===== config.mk =====
export PLATFORM = sky130hd
export DESIGN_NAME = btn_conditioner
export DESIGN_NICKNAME = d
export VERILOG_FILES = /design/src/rtl/btn_pkg.sv /design/src/rtl/btn_channel.sv /design/src/rtl/btn_conditioner.sv
export SDC_FILE = /design/constraint.sdc
export NUM_CORES = 1
export LEC_CHECK = 0
export CORE_ASPECT_RATIO = 1.75
export CORE_MARGIN = 2
export CORE_UTILIZATION = 40
export CTS_CLUSTER_DIAMETER = 200
export DETAILED_ROUTE_END_ITERATION = 7
export PLACE_DENSITY = 0.6
export RECOVER_POWER = 50
export SLEW_MARGIN = 10
export SYNTH_ARGS = -nofsm -noshare
export SYNTH_HDL_FRONTEND = slang
export SYNTH_HIERARCHICAL = 1
export SYNTH_SLANG_ARGS = --single-unit

===== constraint.sdc =====
create_clock -name clk -period 5.8 [get_ports clk]
set_input_delay 0.58 -clock clk [delete_from_list [all_inputs] [get_ports clk]]
set_output_delay 0.58 -clock clk [all_outputs]
set_load 0.005 [all_outputs]

===== src/rtl/btn_pkg.sv =====
// Shared types and constants for the push-button conditioning front end.
package btn_pkg;

    // Per-channel debounce FSM state.
    typedef enum logic [1:0] {
        IDLE       = 2'd0,
        DB_PRESS   = 2'd1,
        PRESSED    = 2'd2,
        DB_RELEASE = 2'd3
    } btn_state_t;

    // Channel index of each calculator button within the btn_* vectors.
    localparam int BTN_B1  = 0;
    localparam int BTN_B2  = 1;
    localparam int BTN_EQ  = 2;
    localparam int BTN_RST = 3;
    localparam int BTN_OP  = 4;

    // Largest of three cycle counts; used to size the shared counter width.
    function automatic int max3(input int a, input int b, input int c);
        int m;
        m = a;
        if (b > m) m = b;
        if (c > m) m = c;
        return m;
    endfunction

endpackage


===== src/rtl/btn_channel.sv =====
// One button channel: two-flop synchroniser, debounce FSM, auto-repeat timer.
//
// state      | meaning
// -----------+-----------------------------------------------------------
// IDLE       | released and stable, level 0
// DB_PRESS   | input went high, counting stable-high cycles, level still 0
// PRESSED    | accepted press, level 1, auto-repeat timer running
// DB_RELEASE | input went low, counting stable-low cycles, level still 1
module btn_channel
    import btn_pkg::*;
#(
    parameter int DB_CYCLES     = 1000000,
    parameter int HOLD_CYCLES   = 50000000,
    parameter int REPEAT_CYCLES = 20000000,
    parameter int CNT_W         = 27
) (
    input  logic clk,
    input  logic reset,
    input  logic raw,
    input  logic rpt_en,
    output logic level,
    output logic press,
    output logic released
);

    localparam logic [CNT_W-1:0] DB_LAST   = CNT_W'(DB_CYCLES - 1);
    localparam logic [CNT_W-1:0] HOLD_LAST = CNT_W'(HOLD_CYCLES - 1);
    localparam logic [CNT_W-1:0] RPT_LAST  = CNT_W'(REPEAT_CYCLES - 1);
    localparam logic [CNT_W-1:0] CNT_ONE   = CNT_W'(1);

    logic             sync_1;
    logic             sync_2;
    btn_state_t       state;
    btn_state_t       state_nxt;
    logic [CNT_W-1:0] cnt;
    logic [CNT_W-1:0] cnt_nxt;
    logic [CNT_W-1:0] rcnt;
    logic [CNT_W-1:0] rcnt_nxt;
    logic             rpt_phase;
    logic             rpt_phase_nxt;
    logic             level_nxt;
    logic             press_nxt;
    logic             released_nxt;
    logic             rpt_hit;

    // Bring the asynchronous pad level into the clock domain.
    always_ff @(posedge clk) begin
        if (reset) begin
            sync_1 <= 1'b0;
            sync_2 <= 1'b0;
        end else begin
            sync_1 <= raw;
            sync_2 <= sync_1;
        end
    end

    // The repeat timer terminal count depends on whether the first repeat has fired.
    assign rpt_hit = rpt_phase ? (rcnt == RPT_LAST) : (rcnt == HOLD_LAST);

    // Next-state, counter and output-pulse decode.
    always_comb begin
        state_nxt     = state;
        cnt_nxt       = cnt;
        rcnt_nxt      = rcnt;
        rpt_phase_nxt = rpt_phase;
        level_nxt     = level;
        press_nxt     = 1'b0;
        released_nxt  = 1'b0;

        // Disabling repeat wipes the timer in any state, so re-enabling starts a fresh hold.
        if (!rpt_en) begin
            rcnt_nxt      = '0;
            rpt_phase_nxt = 1'b0;
        end

        case (state)
            IDLE: begin
                level_nxt = 1'b0;
                if (sync_2) begin
                    state_nxt = DB_PRESS;
                    cnt_nxt   = '0;
                end
            end
            DB_PRESS: begin
                if (!sync_2) begin
                    state_nxt = IDLE;
                end else if (cnt == DB_LAST) begin
                    state_nxt     = PRESSED;
                    level_nxt     = 1'b1;
                    press_nxt     = 1'b1;
                    rcnt_nxt      = '0;
                    rpt_phase_nxt = 1'b0;
                end else begin
                    cnt_nxt = cnt + CNT_ONE;
                end
            end
            PRESSED: begin
                level_nxt = 1'b1;
                if (!sync_2) begin
                    // rcnt is left alone so a short low glitch resumes the repeat cadence.
                    state_nxt = DB_RELEASE;
                    cnt_nxt   = '0;
                end else if (rpt_en) begin
                    if (rpt_hit) begin
                        press_nxt     = 1'b1;
                        rpt_phase_nxt = 1'b1;
                        rcnt_nxt      = '0;
                    end else begin
                        rcnt_nxt = rcnt + CNT_ONE;
                    end
                end
            end
            DB_RELEASE: begin
                if (sync_2) begin
                    state_nxt = PRESSED;
                end else if (cnt == DB_LAST) begin
                    state_nxt    = IDLE;
                    level_nxt    = 1'b0;
                    released_nxt = 1'b1;
                end else begin
                    cnt_nxt = cnt + CNT_ONE;
                end
            end
            default: begin
                state_nxt = IDLE;
                level_nxt = 1'b0;
            end
        endcase
    end

    // State, counters and registered outputs; reset is silent (no release pulse).
    always_ff @(posedge clk) begin
        if (reset) begin
            state     <= IDLE;
            cnt       <= '0;
            rcnt      <= '0;
            rpt_phase <= 1'b0;
            level     <= 1'b0;
            press     <= 1'b0;
            released  <= 1'b0;
        end else begin
            state     <= state_nxt;
            cnt       <= cnt_nxt;
            rcnt      <= rcnt_nxt;
            rpt_phase <= rpt_phase_nxt;
            level     <= level_nxt;
            press     <= press_nxt;
            released  <= released_nxt;
        end
    end

endmodule


===== src/rtl/btn_conditioner.sv =====
// Push-button front end: one independent conditioning channel per button.
module btn_conditioner
    import btn_pkg::*;
#(
    parameter int N_BTN         = 5,
    parameter int DB_CYCLES     = 1000000,
    parameter int HOLD_CYCLES   = 50000000,
    parameter int REPEAT_CYCLES = 20000000,
    parameter int CNT_W         = $clog2(max3(DB_CYCLES, HOLD_CYCLES, REPEAT_CYCLES)) + 1
) (
    input  logic             clk,
    input  logic             Reset,
    input  logic [N_BTN-1:0] btn_raw,
    input  logic [N_BTN-1:0] rpt_en,
    output logic [N_BTN-1:0] btn_level,
    output logic [N_BTN-1:0] btn_press,
    output logic [N_BTN-1:0] btn_release
);

    for (genvar i = 0; i < N_BTN; i++) begin : g_ch
        btn_channel #(
            .DB_CYCLES    (DB_CYCLES),
            .HOLD_CYCLES  (HOLD_CYCLES),
            .REPEAT_CYCLES(REPEAT_CYCLES),
            .CNT_W        (CNT_W)
        ) u_ch (
            .clk     (clk),
            .reset   (Reset),
            .raw     (btn_raw[i]),
            .rpt_en  (rpt_en[i]),
            .level   (btn_level[i]),
            .press   (btn_press[i]),
            .released(btn_release[i])
        );
    end

endmodule


==> results of run 1 <==
## registers in the layout, indices dropped and copies added, names as in the netlist, named ones only
| signal | flops |
|---|---|
| g_ch.u_ch/sync_1 | 5 |
| g_ch.u_ch/cnt | 135 |
| g_ch.u_ch/press | 5 |
| g_ch.u_ch/sync_2 | 5 |
| g_ch.u_ch/state | 5 |
| g_ch.u_ch/rpt_phase | 5 |
| g_ch.u_ch/level | 5 |
| g_ch.u_ch/released | 5 |
| g_ch.u_ch/rcnt | 135 |
## cell type report
cell class | instances | area, um^2 | area share, %
flip-flops and latches | 310 | 6210 | 32.8
multi-input cells | 1673 | 10400 | 55.0
well taps | 561 | 702 | 3.71
clock buffers | 43 | 936 | 4.95
inverters | 34 | 128 | 0.675
repair buffers | 35 | 318 | 1.68
clock inverters | 17 | 219 | 1.16
## report_power, final
group          internal, uW  switching (uW)
registers              2150            27.7
clock network          1370             909
logic                   128             286
total                  3650            1220
## cell usage in the layout (no fill, tap or decap), drive strengths merged, types with 43 or more instances in the layout
cell / n
nor3: 78
nand4: 85
and3: 68
nor2: 223
nand3: 160
xnor2: 73
dfxtp: 310
nor4: 46
a21oi: 90
or3: 43
o21ai: 109
nand2: 184
clkbuf: 45
## worst paths after layout
check / endpoint / slack, ps
worst max-delay path: g_ch[3].u_ch/rcnt[24]$_SDFF_PP0_ / 1750
worst min-delay path: g_ch[4].u_ch/sync_2$_SDFF_PP0_ / 440
worst max register to register: g_ch[4].u_ch/rcnt[24]$_SDFF_PP0_ / 2530
worst min register to register: g_ch[4].u_ch/sync_2$_SDFF_PP0_ / 440
## metal layers
| layer | vias to the layer above | track usage, % | wire length [um] |
|---|---|---|---|
| met5 | - | 0 | 0 |
| met4 | 0 | 8.01 | 1390 |
| met3 | 88 | 2.20 | 1200 |
| met2 | 279 | 37.6 | 23700 |
| met1 | 7580 | 20.3 | 17500 |
| li1 | 7869 | - | - |
## cell usage after synthesis (18+ instances only)
library cell	count	area share [%]
nor3_1	78	2.3
ha_1	30	2.2
and3_1	68	2.5
a31oi_1	21	0.76
nor2b_1	27	0.98
a21oi_1	90	2.6
nand2_1	184	4.0
nor4b_1	18	0.91
nor4_1	45	1.6
nand4_1	85	3.1
inv_1	33	0.72
o31ai_1	18	0.78
xnor2_1	73	3.7
clkbuf_1	108	2.3
and4_1	33	1.7
a311oi_1	24	1.2
nor2_1	222	4.8
nand3_1	160	4.6
dfxtp_1	310	36
xor2_1	41	2.1
o21ai_0	100	2.9
or3_1	37	1.3
a211oi_1	31	1.3
## through the flow
step	power (uW)	cells	cell area (um^2)
2_1_floorplan	2520	2146	17300
3_3_place_gp	2640	2613	17700
3_5_place_dp	2640	2613	17700
4_1_cts	4970	2673	18900
5_1_grt	5080	2673	18900
6_report	4870	2673	18900
## cell families (layout without fill, tap and decap cells)
kind of cell	after synthesis	after routing
simple gates	1054	1054
buf+inv	163	129
mux	21	21
fa+ha+maj	30	30
flops	310	310
xor+xnor	114	114
compound gates	454	454
==> impl_summary.txt, run 1 <==
----------------------------------------------------
[STA]
  Number of slew-limit violations in the final report ... 36
  Normalized max-slew margin ... -32.9%
  Tmin final ... a little over 4000 ps
  Final setup fails ... 0
  Final setup slack of the worst path ... about 1800 ps
  Setup repair after global routing missed its margin ... no
  Final period util ... approximately 70%
  Post-Route Skew ... between 20 and 25 ps
  Fmax achieved ... 247 MHz
  Count of endpoints failing hold in the final timing report ... 0
  Fin Hold WS ... ~440 ps
  Post-Route Setup TNS ... 0 ps
  Worst-margin pin slew ... approximately 2000 ps

[Yosys]
  Post-Synth XOR/XNOR Area ... roughly 5.8%
  Synthesized-area fraction occupied by and/or/nand/nor cells ... roughly a third
  Synth Instances ... 2146
  Net count after synthesis ... 2188
  Complex-gate fraction of the synthesized area ... approximately 18%
  Share of synthesized registers carrying an async set or reset ... 0%
  Adder-cell share of the synthesized area ... roughly 2.2%
  Number of enable-type register cells in the synthesized netlist ... 0
  Combinational family with the most area after synthesis ... simple AND/OR/NAND/NOR gates
  Proportion of synthesized area in mux cells ... under 10%
  Warning count from the yosys run ... 6
  Number of distinct standard cells referenced by the synthesized netlist ... 76
  Post-synthesis register bit count ... 310
  Area of the mapped netlist ... about 17000 um^2
  Syn avg cell area ... 8.04 um^2
  Commonest register cell after synthesis ... dfxtp_1
  Sequential area share after synthesis ... 36.0%

[Floorplanning]
  Die height ... approximately 280 um
  Ports ... 27
  Initial cell density of the core ... 40.6%
  Placement Rows ... 100
  Die width ... roughly 160 um
  Area of the die ... ~45000 um^2
  Placeable core region ... ~43000 um^2

[Worst setup path]
  Startpoint type of the worst setup path ... input port
  Slowest Stage Delay on Critical Path ... around 1400 ps
  Crit-path cells ... clkbuf_1, clkbuf_1, nor2_1, nand3_1, nor3b_4, and3_1, a221o_1
  Worst Reg2Reg Path Length in Cells ... 7
  Kind of critical path ... input port to flip-flop
  Critical Path End Type ... flip-flop
  Critical path launch point ... Reset
  Required time at the worst-slack endpoint ... roughly 6200 ps
  Worst flop-to-flop path startpoint ... g_ch[4].u_ch/state[0]$_SDFFE_PP0P_
  Buffering stage count on the worst path with inverters included ... 2
  Number of cells on the critical path ... 7
  Slowest cell on the critical path ... clkbuf_1
  Endpoint arrival time on the critical path ... approximately 4400 ps
  Most frequent cell on the critical path ... clkbuf_1
  Kind of cell adding the most delay to the critical path ... buffers and inverters
  Maximum fanout along the worst path ... 35

[Clocking]
  Hold-fix buffers at CTS ... 0
  # resized after CTS ... 0
  CTS tree ... yes
  # clock sinks ... a little over 300
  Depth of the CTS H-tree ... 2
  Later-pin clock latency in the skew report ... between 500 and 600 ps
  Root buffer selected by CTS ... clkbuf_16
  Post-CTS setup repair buffer count ... 0
  Number of buffers on the longest clock path ... 3
  Clock-pin slew reported for the worst setup and hold paths after clock tree synthesis ... about 60 ps
  Clock buffer count from CTS ... 34

[Cells and area]
  Antenna fix cells ... 0
  Fill cell count ... around 4300
  Final nets ... about 2100
  Post-layout utilization of the core ... between 40% and 50%
  Layout area overhead ... 9.52%
  Share of final-layout standard cells stronger than drive strength 1 ... ~4.9%

[Run status]
  Outcome ... complete, but fails checks
  Violated checks ... max-capacitance violations, max-slew violations

[Global route]
  First-pass GRT wire length ... between 70 and 80 mm
  Antenna violations before repair ... 0
  Remaining global-route overflow ... 0
  GRT Resource Usage Total ... between 10% and 20%
  Maximum number of pins on one net before global-route repair ... between 50 and 60
  Via count of the first global-routing pass ... ~15000

[Pwr]
  Maximum vdd ir drop ... around 0.25 mV
  Leakage ... about 0.0060 uW
  Power density cells ... between 200 and 300 nW/um^2

[Routing]
  Detail Route Antenna Nets ... 0
  Number of design rule violations left after detail routing ... 0
  Mean number of vias per cell ... about 6
  Detailed-route via count ... ~16000
  Routed wire length ... approximately 44 mm
  Pre-Repair DR Iteration Count ... 5
  Iter 0 DRT Violations ... around 900
  Wire length per cell ... approximately 16 um

[Run]
  Max_cap viols ... 1

[Worst hold path]
  Worst hold stages ... 1
  Origin of the worst min-delay path ... g_ch[4].u_ch/sync_1$_SDFF_PP0_
  Worst min path class ... flip-flop to flip-flop

[Placed design]
  Setup slack after placement ... about 2300 ps
  Number of buffers added on ports ... 26
  Post-DP HPWL ... 30.4 mm
  Global placer's final weighted congestion ... 0.869

----------------------------------------------------
Power figures use the tool's default switching activity.
==> run 2, diff against run 1 <==
clock period = 4.06 ns   (was 5.8 ns; I/O delays follow)
==> impl_summary.txt, run 2 (synthesis results as in run 1) <==
----------------------------------------------------
[Worst setup path]
  Worst flop-to-flop path startpoint ... g_ch[3].u_ch/rcnt[7]$_SDFF_PP0_
  Maximum fanout along the worst path ... 22
  Capture instance of the worst register-to-register path ... g_ch[3].u_ch/rcnt[25]$_SDFF_PP0_
  Startpoint type of the worst setup path ... flip-flop
  Kind of critical path ... flip-flop to flip-flop
  Endpoint arrival time on the critical path ... ~3800 ps
  Worst R2R Setup Slack ... between 600 and 700 ps
  Critical Path End Type ... flip-flop
  Worst Reg2Reg Path Length in Cells ... 7
  Required time at the worst-slack endpoint ... ~4500 ps

[Global route]
  Via count of the first global-routing pass ... between 15000 and 20000
  Antenna violations before repair ... 0
  First-pass GRT wire length ... between 70 and 80 mm
  Maximum number of pins on one net before global-route repair ... 37
  Remaining global-route overflow ... 0
  GRT Resource Usage Total ... a little under a fifth

[Cells and area]
  Final nets ... around 2100
  Most common cell after layout, fill and taps aside ... dfxtp_1
  Layout area overhead ... 9.72%
  Largest registers ... g_ch.u_ch/cnt (135), g_ch.u_ch/rcnt (135)
  Share of final-layout standard cells stronger than drive strength 1 ... approximately 5.2%
  Antenna fix cells ... 0
  Top library cells by usage in the layout, fill and taps aside ... dfxtp_1 (310), nor2_1 (223), nand2_1 (184), nand3_1 (160), o21ai_0 (100)
  Fill cell count ... between 4000 and 5000

[Worst hold path]
  Origin of the worst min-delay path ... g_ch[4].u_ch/sync_1$_SDFF_PP0_
  Worst hold stages ... 1
  Hold Crit Endpoint ... g_ch[4].u_ch/sync_2$_SDFF_PP0_
  Worst min path class ... flip-flop to flip-flop

[Placed design]
  Number of buffers added on ports ... 26
  Global placer's final weighted congestion ... approximately 0.82
  Post-DP HPWL ... around 31 mm

[Floorplanning]
  Die height ... approximately 280 um
  Placement Rows ... 100
  Placeable core region ... between 40000 and 50000 um^2
  Ports ... 27
  Area of the die ... around 45000 um^2
  Die width ... 161 um
  Initial cell density of the core ... ~41%

[Clocking]
  Number of buffers on the longest clock path ... 3
  Post-CTS setup repair buffer count ... 0
  Clock-pin slew reported for the worst setup and hold paths after clock tree synthesis ... about 60 ps
  Depth of the CTS H-tree ... 2
  # clock sinks ... between 300 and 400
  CTS tree ... yes
  # resized after CTS ... 0
  Hold-fix buffers at CTS ... 0
  Later-pin clock latency in the skew report ... 530 ps
  Clock buffer count from CTS ... 34
  Root buffer selected by CTS ... clkbuf_16

[Routing]
  Routed wire length ... approximately 44 mm
  Number of design rule violations left after detail routing ... 0
  Routed wl met3 ... ~1.3 mm
  Mean number of vias per cell ... 5.90
  Routed length on met2 ... approximately 23 mm
  Detail Route Antenna Nets ... 0
  Met1 routed wirelength after detailed routing ... 17.8 mm
  Detailed-route via count ... ~16000
  Max layer used ... met4
  Pre-Repair DR Iteration Count ... 7
  Wire length per cell ... between 15 and 20 um
  Iter 0 DRT Violations ... 1012

[Pwr]
  Maximum vdd ir drop ... about 0.30 mV
  Net load switching power ... approximately 1700 uW
  Power Internal ... approximately 5200 uW
  Fraction of power consumed by combinational cells ... approximately 8.5%
  Portion of total power attributed to sequential cells ... between 40% and 50%
  Clock network fraction of design power ... between 40 and 50%
  Leakage ... 0.00607 uW
  Switching fraction of total power ... 25.0%
  Power density cells ... roughly 370 nW/um^2

[STA]
  Count of endpoints failing hold in the final timing report ... 0
  Final setup fails ... 0
  Worst-margin pin slew ... 2280 ps
  Final period util ... 83.0%
  Post-Route Skew ... between 20 and 25 ps
  Fmax achieved ... 297 MHz
  Setup repair after global routing missed its margin ... no
  Post-Route Setup TNS ... 0 ps
  Number of slew-limit violations in the final report ... 36
  Tmin final ... between 3000 and 4000 ps
  Normalized max-slew margin ... -52.0%
  Fin Hold WS ... about 430 ps

[Run]
  Max_cap viols ... 1

[Run status]
  Outcome ... complete, but fails checks
  Violated checks ... max-capacitance violations, max-slew violations

----------------------------------------------------
-- run 2: per-layer routing --
layer  GRT usage [%]  vias up
li1                -     7900
met1            20.8     7586
met2            36.6      258
met3            2.48      108
met4            8.20        0
met5               0        -
-- run 2: worst max path at each step --
stage / from / end / slack [ps] / cells past startpoint
floorplan: g_ch[4].u_ch/rcnt[9]$_SDFF_PP0_ / g_ch[4].u_ch/rcnt[13]$_SDFF_PP0_ / 1650 / 8
global placement: rpt_en[0] / g_ch[0].u_ch/rcnt[17]$_SDFF_PP0_ / 1050 / 8
detailed placement: g_ch[1].u_ch/rcnt[7]$_SDFF_PP0_ / g_ch[1].u_ch/rcnt[20]$_SDFF_PP0_ / 940 / 6
CTS: g_ch[1].u_ch/rcnt[7]$_SDFF_PP0_ / g_ch[1].u_ch/rcnt[20]$_SDFF_PP0_ / 940 / 6
global route: g_ch[3].u_ch/rcnt[7]$_SDFF_PP0_ / g_ch[3].u_ch/rcnt[15]$_SDFF_PP0_ / 450 / 6
finish: g_ch[3].u_ch/rcnt[7]$_SDFF_PP0_ / g_ch[3].u_ch/rcnt[25]$_SDFF_PP0_ / 690 / 7
-- run 2: critical path, stage by stage, from the launching register on --
cell and delay [ps]:
dfxtp_1 590, nand4b_1 140, or4b_1 570, a2111oi_2 1150, nor3b_2 100, buf_4 260, and3_1 190, a221o_1 250
-- run 2: power groups by stage --
stage          clock, uW  combinational [uW]  sequential, uW
6_report            3240                 593            3120
5_1_grt             3470                 660            3120
4_1_cts             3360                 601            3120
3_5_place_dp           0                 597            3190
3_3_place_gp           0                 593            3180
2_1_floorplan          0                 428            3170
-- run 2: cell type report --
class	count	area (um^2)	share of cell area [%]
multi-input combinational	1673	10300	54.6
sequential	310	6210	32.8
clock buffer	43	976	5.15
tap	561	702	3.71
timing repair buffer	48	400	2.11
clock inverter	16	191	1.01
inverter	34	128	0.674
-- run 2: metrics by stage --
step | utilization (%) | setup WS, ps | power (uW) | std cells | instance area (um^2)
finish | 44.5 | 691 | 6950 | 2685 | 18900
global route | 44.5 | 446 | 7250 | 2685 | 18900
CTS | 44.7 | 942 | 7080 | 2685 | 19000
detailed placement | 41.9 | 936 | 3780 | 2626 | 17800
global placement | 41.9 | 1050 | 3780 | 2626 | 17800
floorplan | - | 1650 | 3600 | 2146 | 17300
==> run 3, diff against run 2 <==
clock period = 3.5 ns   (was 4.06 ns; I/O delays follow)
==> impl_summary.txt, run 3 (synthesis results as in run 1) <==
----------------------------------------------------
[STA]
  Fmax achieved ... 333 MHz
  Final setup fails ... 0
  Setup repair after global routing missed its margin ... no
  Count of endpoints failing hold in the final timing report ... 0
  Worst-margin pin slew ... about 1200 ps
  Number of slew-limit violations in the final report ... 0
  Tmin final ... about 3000 ps
  Final period util ... 85.8%
  Post-Route Setup TNS ... 0 ps
  Post-Route Skew ... 22.7 ps
  Final setup slack of the worst path ... approximately 500 ps
  Normalized max-slew margin ... a little under a fifth

[Worst setup path]
  Startpoint type of the worst setup path ... flip-flop
  Crit-path cells ... or4b_1, or3_4, a2111oi_0, buf_4, nor3b_2, clkbuf_1, and3_1, a221o_1
  Worst R2R Setup Slack ... roughly 500 ps
  Capture instance of the worst register-to-register path ... g_ch[2].u_ch/rcnt[24]$_SDFF_PP0_
  Kind of critical path ... flip-flop to flip-flop
  Worst flop-to-flop path startpoint ... g_ch[2].u_ch/rcnt[9]$_SDFF_PP0_
  Required time at the worst-slack endpoint ... roughly 4000 ps
  Slowest Stage Delay on Critical Path ... ~560 ps
  Slowest cell on the critical path ... or4b_1
  Endpoint arrival time on the critical path ... 3420 ps
  Maximum fanout along the worst path ... 17
  Worst Reg2Reg Path Length in Cells ... 8
  Critical Path End Type ... flip-flop

[Clocking]
  Later-pin clock latency in the skew report ... 530 ps
  Post-CTS setup repair buffer count ... 0
  Hold-fix buffers at CTS ... 0
  Clock-pin slew reported for the worst setup and hold paths after clock tree synthesis ... approximately 60 ps
  Root buffer selected by CTS ... clkbuf_16
  Depth of the CTS H-tree ... 2
  # resized after CTS ... 0
  # clock sinks ... 310
  CTS tree ... yes
  Clock buffer count from CTS ... 34
  Number of buffers on the longest clock path ... 3

[Cells and area]
  Share of final-layout standard cells stronger than drive strength 1 ... around 5.9%
  Top library cells by usage in the layout, fill and taps aside ... dfxtp_1 (310), nor2_1 (222), nand2_1 (184), nand3_1 (160), o21ai_0 (107)
  Antenna fix cells ... 0
  Final nets ... between 2000 and 2500
  Largest registers ... g_ch.u_ch/cnt (135), g_ch.u_ch/rcnt (135)
  Most common cell after layout, fill and taps aside ... dfxtp_1
  Post-route standard cell area excluding fillers ... between 15000 and 20000 um^2
  Layout area overhead ... 10.3%
  Fill cell count ... 4292

[Placed design]
  Post-placement cell area ... about 18000 um^2
  Setup slack after placement ... slightly above 700 ps
  Global placer's final weighted congestion ... ~0.87
  Number of buffers added on ports ... 26
  Post-DP HPWL ... between 30 and 40 mm

[Floorplanning]
  Die width ... between 150 and 200 um
  Area of the die ... around 45000 um^2
  Initial cell density of the core ... roughly two fifths
  Ports ... 27
  Die height ... 279 um
  Placement Rows ... 100
  Placeable core region ... 42500 um^2

[Global route]
  Antenna violations before repair ... 0
  Remaining global-route overflow ... 0
  Maximum number of pins on one net before global-route repair ... 44
  Via count of the first global-routing pass ... 15800
  First-pass GRT wire length ... around 75 mm
  GRT Resource Usage Total ... between 10% and 20%

[Routing]
  Routed wire length ... between 40 and 50 mm
  Wire length per cell ... between 15 and 20 um
  Number of design rule violations left after detail routing ... 0
  Iter 0 DRT Violations ... roughly 950
  Detail Route Antenna Nets ... 0
  Detailed-route via count ... between 15000 and 20000
  Mean number of vias per cell ... 5.94
  Pre-Repair DR Iteration Count ... 7

[Run]
  Max_cap viols ... 0

[Worst hold path]
  Worst min path class ... input port to flip-flop
  Worst hold stages ... 2
  Origin of the worst min-delay path ... Reset
  Hold Crit Endpoint ... g_ch[4].u_ch/rcnt[22]$_SDFF_PP0_

[Pwr]
  Leakage ... approximately 0.0062 uW
  Power density cells ... ~420 nW/um^2
  Maximum vdd ir drop ... around 0.32 mV

[Run status]
  Outcome ... finished, final reports clean

----------------------------------------------------
## run 3: critical path: cells and delay by family, from the launching register on
kind / cells / cell delay (ps)
AOI/OAI and AO/OA: 2 / 640
DFF: 1 / 360
and+or+nand+nor: 4 / 1300
buffers and inverters: 2 / 590
## run 3: per-stage QoR
stage          total power [uW]  hold slack [ps]  utilization (%)  std cells
2_1_floorplan              4170              414                -       2146
3_3_place_gp               4400              419             42.3       2647
3_5_place_dp               4410              420             42.3       2647
4_1_cts                    8200              315             45.0       2708
5_1_grt                    8400              334             44.8       2708
6_report                   8060              333             44.8       2708
## run 3: how the worst max path moves through the flow
stage / cells past startpoint / from / to / slack (ps)
6_report: 8 / g_ch[2].u_ch/rcnt[9]$_SDFF_PP0_ / g_ch[2].u_ch/rcnt[24]$_SDFF_PP0_ / 500
3_3_place_gp: 8 / g_ch[4].u_ch/state[0]$_SDFFE_PP0P_ / g_ch[4].u_ch/cnt[21]$_SDFFE_PP0P_ / 760
5_1_grt: 8 / g_ch[2].u_ch/rcnt[7]$_SDFF_PP0_ / g_ch[2].u_ch/rcnt[24]$_SDFF_PP0_ / 240
2_1_floorplan: 8 / g_ch[4].u_ch/rcnt[9]$_SDFF_PP0_ / g_ch[4].u_ch/rcnt[13]$_SDFF_PP0_ / 1090
3_5_place_dp: 8 / g_ch[4].u_ch/state[0]$_SDFFE_PP0P_ / g_ch[4].u_ch/cnt[25]$_SDFFE_PP0P_ / 710
4_1_cts: 8 / g_ch[4].u_ch/state[0]$_SDFFE_PP0P_ / g_ch[4].u_ch/cnt[25]$_SDFFE_PP0P_ / 690
## run 3: cell type report
cell class	instances	area (um^2)	area share (%)
well taps	561	702	3.69
repair buffers	69	547	2.87
inverters	34	128	0.670
clock buffers	46	967	5.08
flip-flops and latches	310	6210	32.6
multi-input cells	1673	10300	54.1
clock inverters	15	186	0.979
## run 3: report_power, final
| group | switching [uW] | total, uW | internal, uW |
|---|---|---|---|
| logic | 482 | 703 | 221 |
| registers | 45.3 | 3610 | 3570 |
| clock network | 1500 | 3750 | 2240 |
## run 3: layer usage
layer	share of wire, %	vias to the layer above	GRT usage (%)
li1	-	7944	-
met1	39	7692	20.5
met2	54	329	38.5
met3	3.1	117	2.47
met4	3.8	0	8.22
met5	0	-	0
